--- src/rtl/ex_issue_stage.sv ---
// Two-entry issue buffer between decode and the ALU: holds decoded ops, keeps
// their operands fresh from write-back and forwards EX/MEM and MEM/WB at the head.
module ex_issue_stage #(
    parameter int bit_width  = 32,
    parameter int reg_addr_w = 5
) (
    input  logic                  clk,
    input  logic                  rst,
    input  logic                  flush,
    input  logic                  id_valid,
    output logic                  id_ready,
    input  logic [3:0]            id_aluop,
    input  logic [reg_addr_w-1:0] id_rs_addr,
    input  logic [reg_addr_w-1:0] id_rt_addr,
    input  logic [bit_width-1:0]  id_rs_data,
    input  logic [bit_width-1:0]  id_rt_data,
    input  logic [bit_width-1:0]  id_imm,
    input  logic                  id_use_imm,
    input  logic [reg_addr_w-1:0] id_rd_addr,
    input  logic                  id_regwrite,
    input  logic                  exmem_regwrite,
    input  logic [reg_addr_w-1:0] exmem_rd,
    input  logic [bit_width-1:0]  exmem_res,
    input  logic                  memwb_regwrite,
    input  logic [reg_addr_w-1:0] memwb_rd,
    input  logic [bit_width-1:0]  memwb_res,
    output logic                  ex_valid,
    input  logic                  ex_ready,
    output logic [bit_width-1:0]  ex_A,
    output logic [bit_width-1:0]  ex_B,
    output logic [3:0]            ex_aluop,
    output logic [reg_addr_w-1:0] ex_rd,
    output logic                  ex_regwrite
);

    localparam logic [bit_width-1:0] BW_VAL = bit_width'(bit_width);

    logic [1:0]            r_count;
    logic                  r_head;
    logic                  r_tail;
    logic [3:0]            r_aluop    [2];
    logic [reg_addr_w-1:0] r_rs_addr  [2];
    logic [reg_addr_w-1:0] r_rt_addr  [2];
    logic [bit_width-1:0]  r_rs_data  [2];
    logic [bit_width-1:0]  r_rt_data  [2];
    logic [bit_width-1:0]  r_imm      [2];
    logic                  r_use_imm  [2];
    logic [reg_addr_w-1:0] r_rd       [2];
    logic                  r_regwrite [2];

    logic                  w_push;
    logic                  w_pop;
    logic                  w_snoop;
    logic [1:0]            w_entry_valid;
    logic [bit_width-1:0]  w_push_rs_data;
    logic [bit_width-1:0]  w_push_rt_data;
    logic [reg_addr_w-1:0] w_h_rs;
    logic [reg_addr_w-1:0] w_h_rt;
    logic [bit_width-1:0]  w_fwd_a;
    logic [bit_width-1:0]  w_fwd_b;
    logic [bit_width-1:0]  w_b_raw;
    logic [bit_width-1:0]  w_b_final;
    logic                  w_is_shift;

    assign ex_valid = (r_count != 2'd0);
    assign id_ready = !rst && (r_count != 2'd2);
    assign w_push   = id_valid && id_ready;
    assign w_pop    = ex_valid && ex_ready;
    assign w_snoop  = memwb_regwrite && (memwb_rd != '0);

    assign w_entry_valid[0] = (r_count == 2'd2) || (r_count == 2'd1 && r_head == 1'b0);
    assign w_entry_valid[1] = (r_count == 2'd2) || (r_count == 2'd1 && r_head == 1'b1);

    // The incoming op sees the same write-back as held ops, so it never stores stale data.
    assign w_push_rs_data = (w_snoop && id_rs_addr == memwb_rd) ? memwb_res : id_rs_data;
    assign w_push_rt_data = (w_snoop && id_rt_addr == memwb_rd) ? memwb_res : id_rt_data;

    always_ff @(posedge clk or posedge rst) begin
        if (rst) begin
            r_count <= 2'd0;
            r_head  <= 1'b0;
            r_tail  <= 1'b0;
            for (int i = 0; i < 2; i++) begin
                r_aluop[i]    <= '0;
                r_rs_addr[i]  <= '0;
                r_rt_addr[i]  <= '0;
                r_rs_data[i]  <= '0;
                r_rt_data[i]  <= '0;
                r_imm[i]      <= '0;
                r_use_imm[i]  <= 1'b0;
                r_rd[i]       <= '0;
                r_regwrite[i] <= 1'b0;
            end
        end else begin
            for (int i = 0; i < 2; i++) begin
                if (w_snoop && w_entry_valid[i]) begin
                    if (r_rs_addr[i] == memwb_rd) r_rs_data[i] <= memwb_res;
                    if (r_rt_addr[i] == memwb_rd) r_rt_data[i] <= memwb_res;
                end
            end
            if (flush) begin
                r_count <= 2'd0;
                r_head  <= 1'b0;
                r_tail  <= 1'b0;
            end else begin
                if (w_push) begin
                    r_aluop[r_tail]    <= id_aluop;
                    r_rs_addr[r_tail]  <= id_rs_addr;
                    r_rt_addr[r_tail]  <= id_rt_addr;
                    r_rs_data[r_tail]  <= w_push_rs_data;
                    r_rt_data[r_tail]  <= w_push_rt_data;
                    r_imm[r_tail]      <= id_imm;
                    r_use_imm[r_tail]  <= id_use_imm;
                    r_rd[r_tail]       <= id_rd_addr;
                    r_regwrite[r_tail] <= id_regwrite;
                    r_tail             <= !r_tail;
                end
                if (w_pop) r_head <= !r_head;
                if (w_push && !w_pop)      r_count <= r_count + 2'd1;
                else if (!w_push && w_pop) r_count <= r_count - 2'd1;
            end
        end
    end

    assign w_h_rs = r_rs_addr[r_head];
    assign w_h_rt = r_rt_addr[r_head];

    // EX/MEM is younger than MEM/WB, so it takes priority; r0 is never forwarded.
    always_comb begin
        w_fwd_a = r_rs_data[r_head];
        if (w_h_rs != '0 && exmem_regwrite && exmem_rd == w_h_rs)
            w_fwd_a = exmem_res;
        else if (w_h_rs != '0 && memwb_regwrite && memwb_rd == w_h_rs)
            w_fwd_a = memwb_res;

        w_fwd_b = r_rt_data[r_head];
        if (w_h_rt != '0 && exmem_regwrite && exmem_rd == w_h_rt)
            w_fwd_b = exmem_res;
        else if (w_h_rt != '0 && memwb_regwrite && memwb_rd == w_h_rt)
            w_fwd_b = memwb_res;

        w_b_raw    = r_use_imm[r_head] ? r_imm[r_head] : w_fwd_b;
        w_is_shift = (r_aluop[r_head][3:1] == 3'b011);
        w_b_final  = (w_is_shift && w_b_raw > BW_VAL) ? BW_VAL : w_b_raw;
    end

    assign ex_A        = ex_valid ? w_fwd_a : '0;
    assign ex_B        = ex_valid ? w_b_final : '0;
    assign ex_aluop    = ex_valid ? r_aluop[r_head] : 4'd0;
    assign ex_rd       = ex_valid ? r_rd[r_head] : '0;
    assign ex_regwrite = ex_valid && r_regwrite[r_head];

endmodule
--- config.mk ---
export PLATFORM = sky130hd
export DESIGN_NAME = ex_issue_stage
export DESIGN_NICKNAME = d
export VERILOG_FILES = /design/src/rtl/ex_issue_stage.sv
export SDC_FILE = /design/constraint.sdc
export NUM_CORES = 1
export LEC_CHECK = 0
export ABC_AREA = 1
export BUFFER_PORTS_ARGS = -buffer_cell sky130_fd_sc_hd__buf_2
export CAP_MARGIN = 20
export CORE_MARGIN = 2
export CORE_UTILIZATION = 63
export CTS_BUF_LIST = sky130_fd_sc_hd__clkbuf_4
export DETAILED_ROUTE_END_ITERATION = 7
export PLACE_DENSITY = 0.9
export SLEW_MARGIN = 5
export SYNTH_ARGS = -nofsm -noshare
export SYNTH_HDL_FRONTEND = slang
export SYNTH_SLANG_ARGS = --single-unit
--- constraint.sdc ---
create_clock -name clk -period 23.4 [get_ports clk]
set_clock_uncertainty 0.15 [all_clocks]
set_input_delay 2.34 -clock clk [delete_from_list [all_inputs] [get_ports clk]]
set_output_delay 2.34 -clock clk [all_outputs]
set_load 0.01 [all_outputs]
==> results.yml, run 1 <==
detailed_routing:
  post_drt_wl_per_cell_um: 18.3
  drt-total-wl_mm: 51.9
  drt_iter0_drc: 2518
  drtAntennaViolNets: 0
  first_pass_iters: 8
  remaining_drc_errors: 8
  via_per_inst: 5.93
  dr_total_vias: 16800
logic_synthesis:
  avgSynthCellArea_um2: 6.84
  yosysWarnings: 0
  synth.area.top_cells: "dfrtp_1, nand2_1, o21ai_0"
  ys_ff_latch: 238
  yosysSeqAreaShare_pct: 38.5
  synth-compound-area-share_pct: 23.4
  muxShareOfSynthArea_pct: 0.194
  yosysUniqueCellTypes: 43
  yosys.area_share.simple_pct: 23.4
  synth_top_family_by_area: "compound AO/OA/AOI/OAI gates"
  synth_fa_ha_area_share_pct: 0.243
  synth_top_cell_area_share_pct: 38.5
  synth_nets: 2464
  yosys.area.top_type: "dfrtp_1"
  syn_inst: 2263
  synth_xor_area_share_pct: 1.76
  synth_area_mm2: 0.0155
floorplanning:
  initial_core_util_pct: 63.8
  io_pins: 274
  fp.dieArea_mm2: 0.0258
  rows: 57
  die_x_um: 161
  core-area_mm2: 0.0242
  die_h_um: 161
clocking:
  path_clk_slew_ns: 0.07
  cts_root_buf: "clkbuf_4"
  postCtsHoldBufs: 0
  htreeDepth: 3
  cts_resized: 0
  cts.sink_count: 238
  post-cts-setup-buffers: 0
  numCtsBuffers: 66
  clock_path_buffers: 3
  clock_latency_ns: 0.69
  cts_tree: "done"
global_routing:
  first_global_vias: 15700
  grt_max_degree: 111
  grt_pass1_wl_mm: 82.3
  grt.overflow.total: 0
  grt_util_all_layers_pct: 40.1
  grt_antenna_before_repair: 12
finish:
  num-nets-final: 2665
  final_util_pct: 72.6
  area_delta_synth_final_pct: 13.7
  drive_above_1_share_pct: 18.2
placed_design:
  gp_congestion: 0.958
  dpl.hpwl_mm: 35.3
  io_buffers: 273
setup_path:
  crit_fanout: 57
  slowest_stage: "dfrtp_4"
  worstPathRequired_ns: 20.91
  worstPathArrival_ns: 6.15
  start_kind: "flop"
  worstSetupPathType: "reg2out"
  path_cells: "buf_4 -> inv_8 -> nand2_2 -> nand2_1 -> nand3_1 -> nor2_4 -> nor2_2 -> nand2_2 -> o21ai_0 -> inv_1 -> a21boi_1 -> nand2_1 -> o21ai_1 -> nand3_1 -> nand2_2 -> nand2_4 -> nor2_1 -> buf_2"
  worst_path_most_repeated_cell: "nand2_2"
  critPathMaxStageDelay_ns: 0.81
  critPathCaptureType: "output pin"
status:
  status: "finished, violations left"
  violations: "DRC"
power:
  power_frac_clock_pct: 18.7
  leakagePower_nw: 9.71
  p_sw_mw: 0.940
  seq_power_share_pct: 33.1
  pwr-share-comb_pct: 48.2
  intPower_mw: 1.18
  powerDensity_mw_per_mm2: 120
  switching_share_pct: 44.4
  ir_drop_uv: 83.4
worst_hold_path:
  min_path_type: "reg2reg"
sta:
  hold_viol: 0
  drv_slew: 0
  rsz0062_at_grt: "false"
  finalCritPeriodShare_pct: 36.9
  setup_viol: 0
  final.min_clock_period_ns: 8.64
  relSlewSlack_pct: 34.1
  fmax_mhz: 116
  hold_slack_ns: 0.336
  tns_ns: 0
  worst_slew_pin_slew_ns: 0.988
job:
  drv_cap: 0
power by group through the flow:
stage | clock network, mW | registers, mW | logic (mW)
floorplan | 0 | 0.672 | 0.709
global placement | 0 | 0.690 | 0.955
detailed placement | 0 | 0.702 | 0.987
CTS | 0.396 | 0.696 | 0.998
global route | 0.422 | 0.719 | 1.14
finish | 0.395 | 0.702 | 1.02
critical path: cells and delay by family, from the launching register on:
kind	cells	cell delay (ns)
and+or+nand+nor	11	2.52
DFF	1	0.81
AOI/OAI and AO/OA	3	0.86
buffers and inverters	4	1.18
metrics by stage:
stage	setup WS, ns	power (mW)	instances	area [um^2]
3_5_place_dp	15.03	1.69	2720	16700
6_report	14.76	2.12	2839	17600
3_3_place_gp	15.12	1.64	2720	16700
5_1_grt	14.36	2.28	2834	17600
4_1_cts	14.92	2.09	2830	17600
2_1_floorplan	14.38	1.38	2263	15500
area by class of cell:
| class | count | area [um^2] |
|---|---|---|
| Clock buffer | 102 | 766 |
| Clock inverter | 8 | 86.3 |
| Tap cell | 324 | 405 |
| Fill cell | 1976 | 6650 |
| Sequential cell | 238 | 5960 |
| Timing Repair Buffer | 293 | 1520 |
| Antenna cell | 9 | 22.5 |
| Inverter | 318 | 1210 |
| Multi-Input combinational cell | 1547 | 7630 |
kinds of logic (layout without fill, tap and decap cells):
family / after synthesis / after routing
buffers and inverters: 478 / 721
DFF: 238 / 238
xor gates and xnor gates: 31 / 31
muxes: 3 / 3
AOI/OAI and AO/OA: 629 / 629
adders and majority gates: 3 / 3
other: 0 / 9
and+or+nand+nor: 881 / 881
cells in the mapped netlist, drive strengths merged:
master and count:
a2111oi 2, a211oi 2, a21boi 6, a21oi 92, a221oi 4, a31oi 4, and2 1, buf 49
clkbuf 111, dfrtp 238, ha 3, inv 318, mux2i 3, nand2 579, nand3 126, nand3b 3
nand4 2, nor2 160, nor3 3, nor3b 1, nor4 4, o211ai 137, o21a 1, o21ai 356
o21bai 22, o221ai 1, o22ai 2, or2 2, xnor2 10, xor2 21
layer usage:
layer  vias up  track usage [%]  share of wire (%)
met5         -                0               0.13
met2      1133             61.0                 45
li1       7741                -                  -
met3       189             10.7                 13
met1      7754             53.9                 38
met4        10             18.5                4.2
path summary, 6_finish.rpt:
path | from | to | slack, ns | cells after the start
min | r_rd[6]$_DFFE_PP0P_ | r_rd[6]$_DFFE_PP0P_ | 0.34 | 2
min reg2reg | r_rd[6]$_DFFE_PP0P_ | r_rd[6]$_DFFE_PP0P_ | 0.34 | 2
max reg2reg | r_head$_DFFE_PP0P_ | r_rs_data[60]$_DFF_PP0_ | 19.79 | 9
max in group asynchronous | rst | r_rt_data[18]$_DFF_PP0_ | 19.98 | 3
max | r_head$_DFFE_PP0P_ | ex_B[16] | 14.76 | 18
min in group asynchronous | rst | r_rt_data[31]$_DFF_PP0_ | 1.65 | 2
flip-flops by register name (all words and copies together) (netlist names):
register,cells
r_imm,64
r_rs_data,64
r_rt_data,64
r_rd,10
r_rs_addr,10
r_rt_addr,10
r_aluop,8
r_count,2
r_regwrite,2
r_use_imm,2
r_head,1
r_tail,1
placed cells by master, fill, tap and decap left out, types with 20 or more instances in the layout:
cell type,instances
a21oi_1,88
o21ai_0,351
clkbuf_4,102
dfrtp_1,237
xor2_1,21
o21bai_1,22
buf_2,273
nor2_2,25
o211ai_1,137
nand2_1,566
nand3_1,120
nor2_1,133
inv_1,316
buf_4,20
(Power assumes the default switching activity.)
==> inputs of run 2 (changes only) <==
--- a/config.mk
+++ b/config.mk
@@ -9,10 +9,10 @@
 export BUFFER_PORTS_ARGS = -buffer_cell sky130_fd_sc_hd__buf_2
 export CAP_MARGIN = 20
 export CORE_MARGIN = 2
-export CORE_UTILIZATION = 63
+export CORE_UTILIZATION = 59
 export CTS_BUF_LIST = sky130_fd_sc_hd__clkbuf_4
 export DETAILED_ROUTE_END_ITERATION = 7
-export PLACE_DENSITY = 0.9
+export PLACE_DENSITY = 0.86
 export SLEW_MARGIN = 5
 export SYNTH_ARGS = -nofsm -noshare
 export SYNTH_HDL_FRONTEND = slang
==> constraint.sdc (replaced) <==
create_clock -name clk -period 8.1 [get_ports clk]
set_clock_uncertainty 0.15 [all_clocks]
set_input_delay 0.81 -clock clk [delete_from_list [all_inputs] [get_ports clk]]
set_output_delay 0.81 -clock clk [all_outputs]
set_load 0.01 [all_outputs]
==> results.yml, run 2 (synthesis gave the netlist of run 1 again) <==
sta:
  fmax_mhz: 150
  relSlewSlack_pct: 28.5
  final.min_clock_period_ns: 6.65
  finalCritPeriodShare_pct: 82.2
  setup_viol: 0
  drv_slew: 0
  rsz0062_at_grt: "false"
  hold_viol: 0
  hold_slack_ns: 0.174
  worst_slew_pin_slew_ns: 1.07
  setup_slack_ns: 1.45
  tns_ns: 0
detailed_routing:
  first_pass_iters: 7
  remaining_drc_errors: 0
  drtAntennaViolNets: 0
  dr_total_vias: 16800
  via_per_inst: 5.89
  post_drt_wl_per_cell_um: 18.2
  drt_iter0_drc: 2492
  drt-total-wl_mm: 51.8
power:
  total_power_mw: 6.02
  ir_drop_uv: 226
  leakagePower_nw: 9.72
  powerDensity_mw_per_mm2: 342
global_routing:
  grt_antenna_before_repair: 5
  first_global_vias: 15500
  grt.overflow.total: 0
  grt_max_degree: 127
  grt_util_all_layers_pct: 37.0
  grt_pass1_wl_mm: 82.3
finish:
  final_common_cell: "nand2_1"
  layout_common_cells: "nand2_1, o21ai_0, inv_1"
  drive_above_1_share_pct: 18.1
  area_delta_synth_final_pct: 13.8
  num-nets-final: 2667
  largestRegisters: "r_imm (64), r_rs_data (64), r_rt_data (64)"
  final_cells: 2847
setup_path:
  r2r_slack_ns: 4.69
  r2r_cells: 10
  worstPathArrival_ns: 5.69
  rr_endpoint: "r_rt_data[12]$_DFF_PP0_"
  path_cells: "inv_8 -> nand2_2 -> nand2_1 -> nand3_1 -> nor2_4 -> nor2_4 -> nand2_2 -> nand2_1 -> nand3_1 -> a21boi_0 -> nand2_1 -> nor2_1 -> nand2_1 -> nor2_1 -> nand3_1 -> nand2_2 -> nand2_4 -> nor2_2 -> buf_2"
  slowest_stage: "dfrtp_4"
  critPathMaxStageDelay_ns: 1.05
  crit_fanout: 87
  worstPathRequired_ns: 7.14
  start_kind: "flop"
  critPathCaptureType: "output pin"
  worst_path_most_repeated_cell: "nand2_1"
  worstSetupPathType: "reg2out"
  r2r_start: "r_count[0]$_DFFE_PP0P_"
clocking:
  cts_resized: 0
  post-cts-setup-buffers: 0
  numCtsBuffers: 67
  htreeDepth: 3
  postCtsHoldBufs: 0
  path_clk_slew_ns: 0.08
  clock_path_buffers: 3
  cts_root_buf: "clkbuf_4"
  clock_latency_ns: 0.68
  cts_tree: "done"
  cts.sink_count: 238
floorplanning:
  io_pins: 274
  die_x_um: 166
  die_h_um: 166
  fp.dieArea_mm2: 0.0275
  initial_core_util_pct: 59.7
  rows: 59
  core-area_mm2: 0.0259
placed_design:
  dp.cells: 2729
  io_buffers: 273
  pre_cts_ws_ns: 2.26
  gp_congestion: 0.982
  dpl.hpwl_mm: 35.2
worst_hold_path:
  min_path_type: "in2async"
status:
  status: "completed"
job:
  drv_cap: 0
-- run 2: final cells by class --
type / instances / area [um^2]
Antenna cell: 4 / 10.0
Clock buffer: 103 / 773
Clock inverter: 8 / 30.0
Fill cell: 2211 / 8300
Inverter: 318 / 1210
Multi-Input combinational cell: 1547 / 7630
Sequential cell: 238 / 5960
Tap cell: 335 / 419
Timing Repair Buffer: 294 / 1580
-- run 2: metal layers --
layer / vias to the layer above / routed length (um) / global-route usage [%]
li1: 7752 / - / -
met5: - / 12 / 0
met3: 210 / 6890 / 9.87
met2: 1167 / 22000 / 52.8
met1: 7641 / 20100 / 51.3
met4: 2 / 2840 / 20.2
-- run 2: how the worst max path moves through the flow --
stage / cells after the start / to / startpoint / slack (ns)
final: 19 / ex_B[25] / r_head$_DFFE_PP0P_ / 1.45
after global placement: 19 / ex_B[25] / r_head$_DFFE_PP0P_ / 2.32
after global routing: 18 / ex_B[25] / r_head$_DFFE_PP0P_ / 1.05
after CTS: 19 / ex_B[25] / r_head$_DFFE_PP0P_ / 1.52
after detailed placement: 19 / ex_B[25] / r_head$_DFFE_PP0P_ / 2.26
after floorplan: 1 / r_aluop[0]$_DFFE_PP0P_ / rst / 0.61
-- run 2: per-stage QoR --
step / cell area [um^2] / util (%)
after floorplan: 15500 / -
after global placement: 16700 / 64.5
after detailed placement: 16700 / 64.5
after CTS: 17500 / 67.6
after global routing: 17600 / 67.9
final: 17600 / 68.0
-- run 2: critical path: cells and delay by family, from the launching register on --
family	cells	cell delay, ns
compound gates	1	0.46
simple gates	16	3.01
buf+inv	2	0.49
flops	1	1.05
-- run 2: where the power goes --
group	internal, mW	leakage, nW	switching (mW)
logic	1.05	6.32	1.86
registers	1.73	2.91	0.307
clock network	0.572	0.489	0.515
total	3.35	9.72	2.68
